### src/rtl/cordic_vectoring.sv
// rtl/cordic_vectoring.sv - iterative CORDIC vectoring engine: (x, y) to magnitude x An and atan2 angle
module cordic_vectoring #(
    parameter int WIDTH = 16,
    parameter int ITER  = 16,
    parameter int GUARD = 2
) (
    input  logic                    clk,
    input  logic                    rst,
    input  logic                    start,
    input  logic signed [WIDTH-1:0] x_in,
    input  logic signed [WIDTH-1:0] y_in,
    output logic                    busy,
    output logic                    done,
    output logic [WIDTH+GUARD-1:0]  mag,
    output logic [WIDTH-1:0]        angle
);

    localparam int DW = WIDTH + GUARD;
    localparam int CW = $clog2(ITER + 1);

    // Binary angle scale: full circle = 2^16, so a quarter turn is 16'h4000.
    localparam logic [15:0] ATAN [16] = '{
        16'd8192, 16'd4836, 16'd2555, 16'd1297, 16'd651, 16'd326, 16'd163, 16'd81,
        16'd41,   16'd20,   16'd10,   16'd5,    16'd3,   16'd1,   16'd1,   16'd0
    };
    localparam logic [WIDTH-1:0] QUARTER = WIDTH'(16'h4000);

    typedef enum logic [1:0] {S_IDLE, S_ROTATE, S_DONE} state_t;

    state_t                r_state;
    state_t                w_next;
    logic signed [DW-1:0]  r_x;
    logic signed [DW-1:0]  r_y;
    logic [WIDTH-1:0]      r_z;
    logic [CW-1:0]         r_i;
    logic [DW-1:0]         r_mag;
    logic [WIDTH-1:0]      r_angle;

    logic                  w_accept;
    logic                  w_last;
    logic signed [DW-1:0]  w_xe;
    logic signed [DW-1:0]  w_ye;
    logic signed [DW-1:0]  w_x0;
    logic signed [DW-1:0]  w_y0;
    logic [WIDTH-1:0]      w_z0;
    logic signed [DW-1:0]  w_xs;
    logic signed [DW-1:0]  w_ys;
    logic [3:0]            w_idx;
    logic [WIDTH-1:0]      w_atan;
    logic signed [DW-1:0]  w_xn;
    logic signed [DW-1:0]  w_yn;
    logic [WIDTH-1:0]      w_zn;

    // A new request is taken from IDLE or from the DONE cycle (back-to-back), never while rotating.
    assign w_accept = start && (r_state != S_ROTATE);
    assign w_last   = (r_i == CW'(ITER - 1));

    assign w_xe = {{GUARD{x_in[WIDTH-1]}}, x_in};
    assign w_ye = {{GUARD{y_in[WIDTH-1]}}, y_in};

    // Quadrant pre-rotation folds the left half-plane into the right; negation at DW bits keeps -32768 exact.
    always_comb begin
        w_x0 = w_xe;
        w_y0 = w_ye;
        w_z0 = '0;
        if (w_xe[DW-1]) begin
            if (!w_ye[DW-1]) begin
                w_x0 = w_ye;
                w_y0 = -w_xe;
                w_z0 = QUARTER;
            end else begin
                w_x0 = -w_ye;
                w_y0 = w_xe;
                w_z0 = -QUARTER;
            end
        end
    end

    assign w_xs   = r_x >>> r_i;
    assign w_ys   = r_y >>> r_i;
    assign w_idx  = 4'(r_i);
    assign w_atan = WIDTH'(ATAN[w_idx]);

    // One micro-rotation driving y toward zero; y == 0 counts as non-negative.
    always_comb begin
        if (!r_y[DW-1]) begin
            w_xn = r_x + w_ys;
            w_yn = r_y - w_xs;
            w_zn = r_z + w_atan;
        end else begin
            w_xn = r_x - w_ys;
            w_yn = r_y + w_xs;
            w_zn = r_z - w_atan;
        end
    end

    // State register.
    always_ff @(posedge clk) begin
        if (rst) r_state <= S_IDLE;
        else     r_state <= w_next;
    end

    // Next-state logic.
    always_comb begin
        w_next = r_state;
        case (r_state)
            S_IDLE:   if (start) w_next = S_ROTATE;
            S_ROTATE: if (w_last) w_next = S_DONE;
            S_DONE:   w_next = start ? S_ROTATE : S_IDLE;
            default:  w_next = S_IDLE;
        endcase
    end

    // Status outputs decoded from the state.
    always_comb begin
        busy = (r_state == S_ROTATE);
        done = (r_state == S_DONE);
    end

    // Datapath: operand capture, iteration, and result registers that hold until the next completion.
    always_ff @(posedge clk) begin
        if (rst) begin
            r_x     <= '0;
            r_y     <= '0;
            r_z     <= '0;
            r_i     <= '0;
            r_mag   <= '0;
            r_angle <= '0;
        end else if (w_accept) begin
            r_x <= w_x0;
            r_y <= w_y0;
            r_z <= w_z0;
            r_i <= '0;
        end else if (r_state == S_ROTATE) begin
            r_x <= w_xn;
            r_y <= w_yn;
            r_z <= w_zn;
            r_i <= r_i + CW'(1);
            if (w_last) begin
                r_mag   <= w_xn;
                r_angle <= w_zn;
            end
        end
    end

    assign mag   = r_mag;
    assign angle = r_angle;

endmodule

### config.mk
export PLATFORM = sky130hd
export DESIGN_NAME = cordic_vectoring
export DESIGN_NICKNAME = d
export VERILOG_FILES = /design/src/rtl/cordic_vectoring.sv
export SDC_FILE = /design/constraint.sdc
export NUM_CORES = 1
export LEC_CHECK = 0
export ABC_AREA = 1
export BUFFER_PORTS_ARGS = -buffer_cell sky130_fd_sc_hd__buf_2
export CORE_MARGIN = 3
export CORE_UTILIZATION = 40
export CTS_CLUSTER_DIAMETER = 200
export DETAILED_ROUTE_END_ITERATION = 7
export SYNTH_ARGS = -nofsm -noshare
export SYNTH_HDL_FRONTEND = slang
export SYNTH_SLANG_ARGS = --single-unit
### constraint.sdc
create_clock -name clk -period 4.7 [get_ports clk]
set_input_delay 0.47 -clock clk [delete_from_list [all_inputs] [get_ports clk]]
set_output_delay 0.47 -clock clk [all_outputs]
set_load 0.01 [all_outputs]
==> results of run 1 <==
-- metal layers --
metal	vias up	wire, um	global-route usage [%]	part of all wire [%]
met5	-	0	0	0
met2	364	14000	37.05	41
li1	5603	-	-	-
met1	5013	16240	35.99	48
met4	0	832	7.549	2.5
met3	42	2658	5.092	7.9
-- through the flow --
stage	hold slack, ps	total power, mW	instance area (um2)	instances
2_1_floorplan	449.7	3.671	10080	1673
3_3_place_gp	464.1	4.523	10700	2017
3_5_place_dp	462.3	4.542	10700	2017
4_1_cts	390.0	5.344	11000	2033
5_1_grt	412.8	5.888	11000	2033
6_report	396.2	5.367	11000	2033
-- worst min-delay path by stage --
stage             start          to  slack [ps]  depth (start not counted)
6_report          start  r_state[0]         400                          3
5_1_grt           start  r_state[0]         410                          3
4_1_cts           start  r_state[0]         390                          3
3_5_place_dp   angle[1]    angle[1]         460                          2
3_3_place_gp     r_z[6]      r_z[6]         460                          2
2_1_floorplan   r_z[10]     r_z[10]         450                          2
-- power by group through the flow --
stage / Clock (mW) / Sequential [mW] / Combinational, mW
final: 0.776 / 1.06 / 3.53
after global routing: 0.813 / 1.07 / 4.01
after CTS: 0.797 / 1.05 / 3.50
after detailed placement: 0 / 1.07 / 3.48
after global placement: 0 / 1.06 / 3.46
after floorplan: 0 / 0.988 / 2.68
-- layout make-up --
class | count | area (um2) | share of cell area [%]
clock inverter | 7 | 75.07 | 0.6822
tap | 324 | 405.4 | 3.684
sequential | 93 | 1863 | 16.93
multi-input combinational | 1312 | 7127 | 64.76
inverter | 189 | 711.9 | 6.470
timing repair buffer | 99 | 596.8 | 5.424
clock buffer | 9 | 225.2 | 2.047
-- flip-flops by register name, summed over array words and instances (netlist names) --
register  cells
angle        16
mag          18
r_i           5
r_state       2
r_x          18
r_y          18
r_z          16
-- worst min-delay path, delay by kind of cell --
family | cells | cell delay [ps]
AND/OR/NAND/NOR | 1 | 60
buffers and inverters | 1 | 120
AO/OA/AOI/OAI | 1 | 50
-- timing repair --
action	4_1_cts	5_1_grt
endpoints found under the setup margin	0	4
hold buffers	0	0
gates resized for setup	0	4
-- placed cells by master (no fill, tap or decap), types with 8 or more instances in the layout --
cell       netlist  final
nand3_1        159    159
o21ai_0        122    122
inv_1          182    181
a31oi_1         12     12
o31ai_1          8      8
o21a_1          10     10
o21bai_1        25     25
xor2_1          49     49
nand4_1         11     11
nor2_2          12     14
a21oi_1        112    112
o21ai_1         12     12
nor3_1           9      9
xnor2_1         17     17
o211ai_1        39     39
clkbuf_16        0      9
buf_2           22     70
nand2_2          9      9
nor2_1         127    125
dfxtp_1         93     92
o221ai_1         8      8
nand2_1        448    448
ha_1            61     61
buf_4            2     26
-- cells by family after synthesis --
family,count (synthesis),synth area share [%]
DFF,93,18.46
adders and majority gates,64,8.164
xor gates and xnor gates,66,5.732
buffers and inverters,268,10.92
and+or+nand+nor,807,34.59
AOI/OAI and AO/OA,375,22.13
==> impl_metrics.py, run 1 <==
metrics = {
    "detailed_routing": {
        "viasPerCell": 5.422,
        "drt_iter0_drc": 935,
        "wirelength_mm": 33.72,
        "first_pass_iters": 6,
        "route.detailed.drc": 0,
        "vias": 11020,
        "ant_nets": 0,
        "wire_per_inst_um": 16.59,
    },
    "floorplanning": {
        "die_w_um": 164.8,
        "ioPinCount": 71,
        "coreArea_um2": 24530,
        "die_area_um2": 27150,
        "start_util_pct": 41.11,
        "dieHeight_um": 164.8,
        "row_count": 57,
    },
    "timing": {
        "fin_worst_skew_ps": 19.76,
        "worst_pin_slew_ps": 1286,
        "post-route-min-period_ps": 4245,
        "hold_violations": 0,
        "grt_setup_unrepaired": "false",
        "setup_viol": 0,
        "fin_tns_setup_ps": 0,
        "fmax_ghz": 0.2356,
        "maxSlewHeadroom_pct": 14.16,
        "drv_slew": 0,
        "period_share_pct": 90.32,
        "fin_ws_ps": 455.0,
    },
    "logic_synthesis": {
        "synth.cell_area_um2": 10080,
        "synth_nets": 1772,
        "syn_inst": 1673,
        "synth_area_leaders": "dfxtp_1 (18%), nand2_1 (17%), nand3_1 (7.9%)",
        "synth_top_area_share_pct": 18.46,
        "syn_avg_cell_area_um2": 6.028,
        "synth_ff_type": "dfxtp_1",
        "synth-edff-count": 0,
        "async_flop_share_pct": 0,
        "yosysSeqAreaShare_pct": 18.46,
        "synth.distinct_cells": 54,
        "synth_seq_cells": 93,
        "synth_most_common_cell": "nand2_1",
        "yosys_warnings": 0,
        "yosys.area.top_type": "dfxtp_1",
        "yosys-top-cells-count": "nand2_1 (448), inv_1 (182), nand3_1 (159)",
    },
    "worst_setup_path": {
        "cp.required_ps": 4950,
        "slowest_stage": "inv_2",
        "path_common_cell": "nand2_1",
        "crit_arrival_ps": 4490,
        "critPathKind": "register to register",
        "path_delay_family": "simple AND/OR/NAND/NOR gates",
        "timing.rr.end": "r_y[15]",
        "crit_path_max_fanout": 24,
        "cp_num_buf_inv": 3,
        "start_kind": "register",
        "endpoint": "r_y[15]",
        "cp.depth": 25,
        "reg2reg_slack_ps": 450,
        "crit_path_max_incr_delay_ps": 360,
        "crit_start": "r_i[1]",
        "reg2reg_depth": 25,
        "timing.rr.start": "r_i[1]",
        "cp-end-kind": "register",
    },
    "grt": {
        "grt_usage_pct": 24.89,
        "grt_pass1_vias": 10040,
        "grt_start_max_net_pins": 55,
        "antenna_found_initial": 0,
        "grt_overflow": 0,
        "grt_first_pass_wirelength_mm": 53.68,
    },
    "pwr": {
        "p_leak_nw": 5.680,
        "clockPowerShare_pct": 14.5,
        "p_per_area_nw_per_um2": 487.7,
        "p_comb_share_pct": 65.8,
        "power.switching_mw": 2.833,
        "power.internal_mw": 2.534,
        "p_seq_share_pct": 19.7,
        "swShare_pct": 52.79,
        "ir_worst_vdd_mv": 0.2473,
    },
    "run": {
        "maxCapViolations": 0,
    },
    "cts": {
        "post-cts-setup-buffers": 0,
        "clockBufferDepth": 2,
        "h-tree-depth": 3,
        "cts_root_buffer": "clkbuf_16",
        "clk_pin_slew_ps": 80,
        "clock_sinks": 93,
        "cts_tree": "yes",
        "clk_latency_ps": 370,
        "numCtsBuffers": 9,
    },
    "finish": {
        "fillers": 2689,
        "utilization_pct": 44.85,
        "fin_nets": 1803,
        "antenna_cells": 0,
        "drive_gt1_share_pct": 10.42,
        "syn_to_final_growth_pct": 9.119,
    },
    "min_path": {
        "min_path_type": "primary input to register",
    },
    "placed_design": {
        "pre_cts_ws_ps": 392.8,
        "gp_congestion": 0.9529,
        "dp_hpwl_mm": 26.30,
        "numPortBuffers": 70,
    },
    "outcome": {
        "status": "complete, no violations",
    },
}
Power figures use the tool's default switching activity.
==> inputs of run 2 (changes only) <==
- ABC_AREA: 1 -> 0
- HOLD_SLACK_MARGIN: default -> 0.08
==> run 2 against run 1 <==
Effect of this change:
- the run now ends with setup timing left
- non-clock buffer count grew 162
- fmax fell by 11%
- cell count fell by 8.7%
- design area grew 16%
- via count grew 1.1%
- critical path type unchanged
- largest power group unchanged
- highest routed layer unchanged
==> impl_metrics.py, run 2 <==
metrics = {
    "finish": {
        "utilization_pct": 50.42,
        "syn_to_final_growth_pct": 23.45,
        "fillers": 2513,
        "fin_nets": 1621,
        "layout_common_cells": "buf_4 (183), nand2_1 (148), nor2_1 (145)",
        "antenna_cells": 0,
        "final_common_cell": "buf_4",
        "drive_gt1_share_pct": 25.80,
    },
    "timing": {
        "fmax_ghz": 0.2101,
        "period_share_pct": 101.2,
        "maxSlewHeadroom_pct": 34.48,
        "fin_ws_ps": -58.72,
        "fin_hold_ws_ps": 458.7,
        "fin_worst_skew_ps": 12.98,
        "drv_slew": 0,
        "setup_viol": 2,
        "hold_violations": 0,
        "fin_tns_setup_ps": -62.06,
        "post-route-min-period_ps": 4759,
        "worst_pin_slew_ps": 982.8,
        "grt_setup_unrepaired": "true",
    },
    "logic_synthesis": {
        "yosys.area.top_type": "dfxtp_1",
        "yosys-top-cells-count": "nand2_1 (152), nor2_1 (150), a21oi_1 (143)",
        "syn_inst": 1350,
        "yosys_warnings": 0,
        "synth_area_leaders": "dfxtp_1 (18%), ha_1 (7.4%), a21oi_1 (6.9%)",
        "synth.distinct_cells": 80,
        "synth_most_common_cell": "nand2_1",
        "synth.cell_area_um2": 10310,
        "synth_ff_type": "dfxtp_1",
        "synth_top_area_share_pct": 18.05,
        "async_flop_share_pct": 0,
        "synth_nets": 1449,
        "synth-edff-count": 0,
        "synth_seq_cells": 93,
        "syn_avg_cell_area_um2": 7.641,
        "yosysSeqAreaShare_pct": 18.05,
    },
    "grt": {
        "grt_overflow": 0,
        "grt_start_max_net_pins": 59,
        "grt_usage_pct": 25.37,
        "grt_pass1_vias": 10480,
        "grt_first_pass_wirelength_mm": 57.86,
        "antenna_found_initial": 0,
    },
    "cts": {
        "clock_sinks": 93,
        "clk_latency_ps": 370,
        "h-tree-depth": 3,
        "numCtsBuffers": 9,
        "cts_root_buffer": "clkbuf_16",
        "clk_pin_slew_ps": 90,
        "clockBufferDepth": 2,
        "cts_tree": "yes",
    },
    "worst_setup_path": {
        "reg2reg_depth": 19,
        "slowest_stage": "mux4_2",
        "path_delay_family": "simple AND/OR/NAND/NOR gates",
        "crit_path_max_fanout": 7,
        "critPathKind": "register to register",
        "cp-end-kind": "register",
        "path_common_cell": "a31oi_1",
        "timing.rr.start": "r_i[1]",
        "start_kind": "register",
        "crit_arrival_ps": 5040,
        "crit_chain": "mux4_2, mux2i_4, nor2_1, nor2_2, ha_2, or3b_4, and4bb_2, nor3b_4, nand2_1, a32oi_1, o22ai_1, ha_1, nand2_2, o41ai_4, a31oi_1, o2bb2ai_2, xnor2_2, or3_1, a31oi_1",
        "timing.rr.end": "r_x[17]",
        "reg2reg_slack_ps": -60,
        "cp.required_ps": 4990,
        "cp_num_buf_inv": 0,
        "cp.depth": 19,
        "crit_path_max_incr_delay_ps": 580,
    },
    "detailed_routing": {
        "vias": 11140,
        "viasPerCell": 5.999,
        "wirelength_mm": 36.21,
        "route.detailed.drc": 0,
        "ant_nets": 0,
        "first_pass_iters": 5,
        "drt_iter0_drc": 898,
        "wire_per_inst_um": 19.50,
    },
    "floorplanning": {
        "die_w_um": 166.6,
        "die_area_um2": 27750,
        "coreArea_um2": 25250,
        "row_count": 58,
        "dieHeight_um": 166.6,
        "ioPinCount": 71,
        "start_util_pct": 40.84,
    },
    "pwr": {
        "p_comb_share_pct": 65.9,
        "p_seq_share_pct": 18.9,
        "swShare_pct": 44.89,
        "power.switching_mw": 2.334,
        "clockPowerShare_pct": 15.2,
        "power.internal_mw": 2.866,
        "p_per_area_nw_per_um2": 408.4,
        "ir_worst_vdd_mv": 0.2245,
        "total_power_mw": 5.200,
        "p_leak_nw": 5.347,
    },
    "placed_design": {
        "pre_cts_ws_ps": -231.5,
        "numPortBuffers": 70,
        "gp_congestion": 0.9503,
        "dp_hpwl_mm": 27.03,
    },
    "run": {
        "maxCapViolations": 0,
    },
    "min_path": {
        "min_from": "angle[6]",
        "min_path_cells": 2,
        "min_path_type": "register to register",
        "whs_endpoint": "angle[6]",
    },
    "outcome": {
        "status": "complete, but fails checks",
        "failed_checks": "setup timing",
    },
}
==> run 2: cell count changes after synthesis, sizes merged, moves of 29 or more <==
cell / before / now
nand2: 457 / 152
a211oi: 3 / 55
nand3: 167 / 40
o211ai: 39 / 10
o21ai: 138 / 64
mux4: 0 / 38
inv: 188 / 37
mux2i: 0 / 33
==> run 2: worst min-delay path: stages, from the launching register on <==
cell	delay, ps
dfxtp_1	310
nand2_1	50
a21oi_1	50
==> run 2: power groups by stage <==
stage / Sequential [mW] / Clock (mW) / Combinational, mW
floorplan: 0.955 / 0 / 2.02
global placement: 0.995 / 0 / 3.11
detailed placement: 0.993 / 0 / 3.15
CTS: 0.975 / 0.803 / 3.23
global route: 0.985 / 0.829 / 3.77
finish: 0.980 / 0.790 / 3.43
==> run 2: what timing repair did <==
item / in CTS / in global routing
resized for setup: 16 / 64
hold endpoints to repair: 0 / 0
buffers inserted: 5 / 5
pin swaps: 12 / 28
hold buffers: 0 / 0
setup endpoints to repair: 10 / 31
==> run 2: layer usage <==
| metal | track usage [%] | up-vias | routed length (um) |
|---|---|---|---|
| li1 | - | 5343 | - |
| met2 | 41.41 | 436 | 16630 |
| met1 | 35.78 | 5288 | 16460 |
| met3 | 2.753 | 73 | 2123 |
| met4 | 6.994 | 0 | 995 |
| met5 | 0 | - | 0 |
==> run 2: cells by family (layout without fill, tap and decap cells) <==
group | Yosys count | count (layout) | share of synthesized area (%)
AND/OR/NAND/NOR | 468 | 468 | 21.01
AO/OA/AOI/OAI | 418 | 418 | 25.83
buffers and inverters | 139 | 316 | 6.259
flip-flops | 93 | 93 | 18.05
XOR/XNOR | 86 | 86 | 7.448
multiplexers | 82 | 82 | 13.43
adder cells (fa/ha/maj) | 64 | 64 | 7.982
==> run 2: how the worst max path moves through the flow <==
stage          startpoint  endpoint  slack [ps]
2_1_floorplan      r_i[1]   r_x[17]         -40
3_3_place_gp       r_i[0]   r_y[16]        -120
3_5_place_dp       r_i[0]   r_y[16]        -230
4_1_cts            r_i[0]   r_x[17]         -40
5_1_grt            r_i[0]   r_x[17]        -320
6_report           r_i[1]   r_x[17]         -60
==> run 2: cell type report <==
| class | instances | area, um2 | share of cell area, % |
|---|---|---|---|
| clock inverter | 7 | 75.07 | 0.5896 |
| timing repair buffer | 261 | 1851 | 14.53 |
| tap | 330 | 412.9 | 3.243 |
| sequential | 93 | 1874 | 14.72 |
| inverter | 39 | 146.4 | 1.150 |
| clock buffer | 9 | 225.2 | 1.769 |
| multi-input combinational | 1118 | 8149 | 64.00 |
==> run 2: metrics by stage <==
stage	area (um2)	std cells
2_1_floorplan	10400	1350
3_3_place_gp	12050	1831
3_5_place_dp	12050	1831
4_1_cts	12450	1852
5_1_grt	12730	1857
6_report	12730	1857
==> inputs of run 3 (changes only) <==
- RECOVER_POWER: default -> 25
==> run 3 against run 2 <==
Effect of this change:
- the flow still finishes with violations (setup timing)
- flip-flop and latch count unchanged
- non-clock buffer count unchanged
- critical path depth unchanged
- worst hold slack gained 1.3 ps
- design area is 0.28% lower
- critical path type unchanged
- largest power group unchanged
- highest routed layer unchanged
==> impl_metrics.py, run 3 (synthesis results as in run 2) <==
metrics = {
    "timing": {
        "fmax_ghz": 0.2102,
        "fin_ws_ps": -57.36,
        "grt_setup_unrepaired": "true",
        "drv_slew": 0,
        "maxSlewHeadroom_pct": 34.69,
        "post-route-min-period_ps": 4757,
        "setup_viol": 2,
        "fin_worst_skew_ps": 13.04,
        "hold_violations": 0,
        "worst_pin_slew_ps": 979.6,
        "period_share_pct": 101.2,
    },
    "cts": {
        "numCtsBuffers": 9,
        "clk_latency_ps": 370,
        "h-tree-depth": 3,
        "cts_tree": "yes",
        "clk_pin_slew_ps": 90,
        "cts_root_buffer": "clkbuf_16",
        "clockBufferDepth": 2,
        "clock_sinks": 93,
    },
    "finish": {
        "syn_to_final_growth_pct": 23.11,
        "drive_gt1_share_pct": 23.97,
        "layout_common_cells": "buf_4 (183), nand2_1 (148), nor2_1 (145)",
        "antenna_cells": 0,
        "fin_nets": 1621,
        "final_common_cell": "buf_4",
        "utilization_pct": 50.28,
    },
    "pwr": {
        "ir_worst_vdd_mv": 0.2247,
        "p_leak_nw": 5.223,
        "p_per_area_nw_per_um2": 409.2,
        "total_power_mw": 5.196,
    },
    "floorplanning": {
        "start_util_pct": 40.84,
        "row_count": 58,
        "die_w_um": 166.6,
        "ioPinCount": 71,
        "die_area_um2": 27750,
        "dieHeight_um": 166.6,
        "coreArea_um2": 25250,
    },
    "grt": {
        "grt_first_pass_wirelength_mm": 57.86,
        "antenna_found_initial": 0,
        "grt_pass1_vias": 10480,
        "grt_overflow": 0,
        "grt_usage_pct": 25.37,
        "grt_start_max_net_pins": 59,
    },
    "outcome": {
        "status": "complete, but fails checks",
        "failed_checks": "setup timing",
    },
    "worst_setup_path": {
        "timing.rr.end": "r_x[17]",
        "start_kind": "register",
        "critPathKind": "register to register",
        "crit_path_max_fanout": 7,
        "cp.required_ps": 4990,
        "timing.rr.start": "r_i[1]",
        "crit_arrival_ps": 5040,
        "reg2reg_slack_ps": -60,
        "reg2reg_depth": 19,
        "cp-end-kind": "register",
    },
    "placed_design": {
        "numPortBuffers": 70,
        "dp_hpwl_mm": 27.03,
        "gp_congestion": 0.9503,
    },
    "run": {
        "maxCapViolations": 0,
    },
    "detailed_routing": {
        "viasPerCell": 6.016,
        "wire_per_inst_um": 19.47,
        "route.detailed.drc": 0,
        "vias": 11170,
        "wirelength_mm": 36.15,
        "drt_iter0_drc": 947,
        "first_pass_iters": 5,
        "ant_nets": 0,
    },
    "min_path": {
        "min_path_type": "register to register",
        "min_path_cells": 2,
        "min_from": "angle[6]",
        "whs_endpoint": "angle[6]",
    },
}
[run 3: area by class of cell]
| class | instances | area, um2 |
|---|---|---|
| Clock buffer | 9 | 225.2 |
| Clock inverter | 7 | 75.07 |
| Fill cell | 2525 | 12560 |
| Inverter | 39 | 146.4 |
| Multi-Input combinational cell | 1118 | 8149 |
| Sequential cell | 93 | 1874 |
| Tap cell | 330 | 412.9 |
| Timing Repair Buffer | 261 | 1815 |
[run 3: report_power, final]
group	internal (mW)	leakage (nW)	switching (mW)
sequential	0.866	0.763	0.115
clock	0.380	0.145	0.406
combinational	1.62	4.32	1.81
total	2.87	5.22	2.33
[run 3: metal layers]
layer | vias to the layer above | GRT usage (%) | part of all wire [%]
li1 | 5353 | - | -
met1 | 5332 | 35.78 | 46
met2 | 427 | 41.41 | 47
met3 | 59 | 2.753 | 5.4
met4 | 0 | 6.994 | 2.4
met5 | - | 0 | 0
[run 3: timing repair]
item	4_1_cts	5_1_grt
setup buffers	5	5
hold endpoints to repair	0	0
resized for setup	16	64
setup endpoints to repair	10	31
pin swaps	12	28
hold buffers	0	0
[run 3: worst max path at each step]
| stage | from | end | slack, ps |
|---|---|---|---|
| floorplan | r_i[1] | r_x[17] | -40 |
| global placement | r_i[0] | r_y[16] | -120 |
| detailed placement | r_i[0] | r_y[16] | -230 |
| CTS | r_i[0] | r_x[17] | -40 |
| global route | r_i[0] | r_x[17] | -320 |
| finish | r_i[1] | r_x[17] | -60 |
[run 3: metrics by stage]
| step | setup slack [ps] | instance area [um2] | hold slack [ps] | cells | TNS (ps) |
|---|---|---|---|---|---|
| after floorplan | -41.47 | 10400 | 450.5 | 1350 | -41.47 |
| after global placement | -118.9 | 12050 | 440.4 | 1831 | -126.3 |
| after detailed placement | -231.5 | 12050 | 446.7 | 1831 | -899.0 |
| after CTS | -39.45 | 12450 | 457.7 | 1852 | -46.47 |
| after global routing | -321.4 | 12700 | 479.7 | 1857 | -2291 |
| final | -57.36 | 12700 | 460.0 | 1857 | -60.31 |
[run 3: worst max-delay path, cell delays in order, from the launching register on]
cell	delay [ps]
dfxtp_4	420
mux4_2	590
mux2i_4	200
nor2_1	70
nor2_2	140
ha_2	190
or3b_4	380
and4bb_2	360
nor3b_4	240
nand2_1	70
a32oi_1	170
o22ai_1	100
ha_1	370
nand2_2	80
o41ai_4	370
a31oi_1	140
o2bb2ai_2	150
xnor2_2	150
or3_1	320
a31oi_1	130
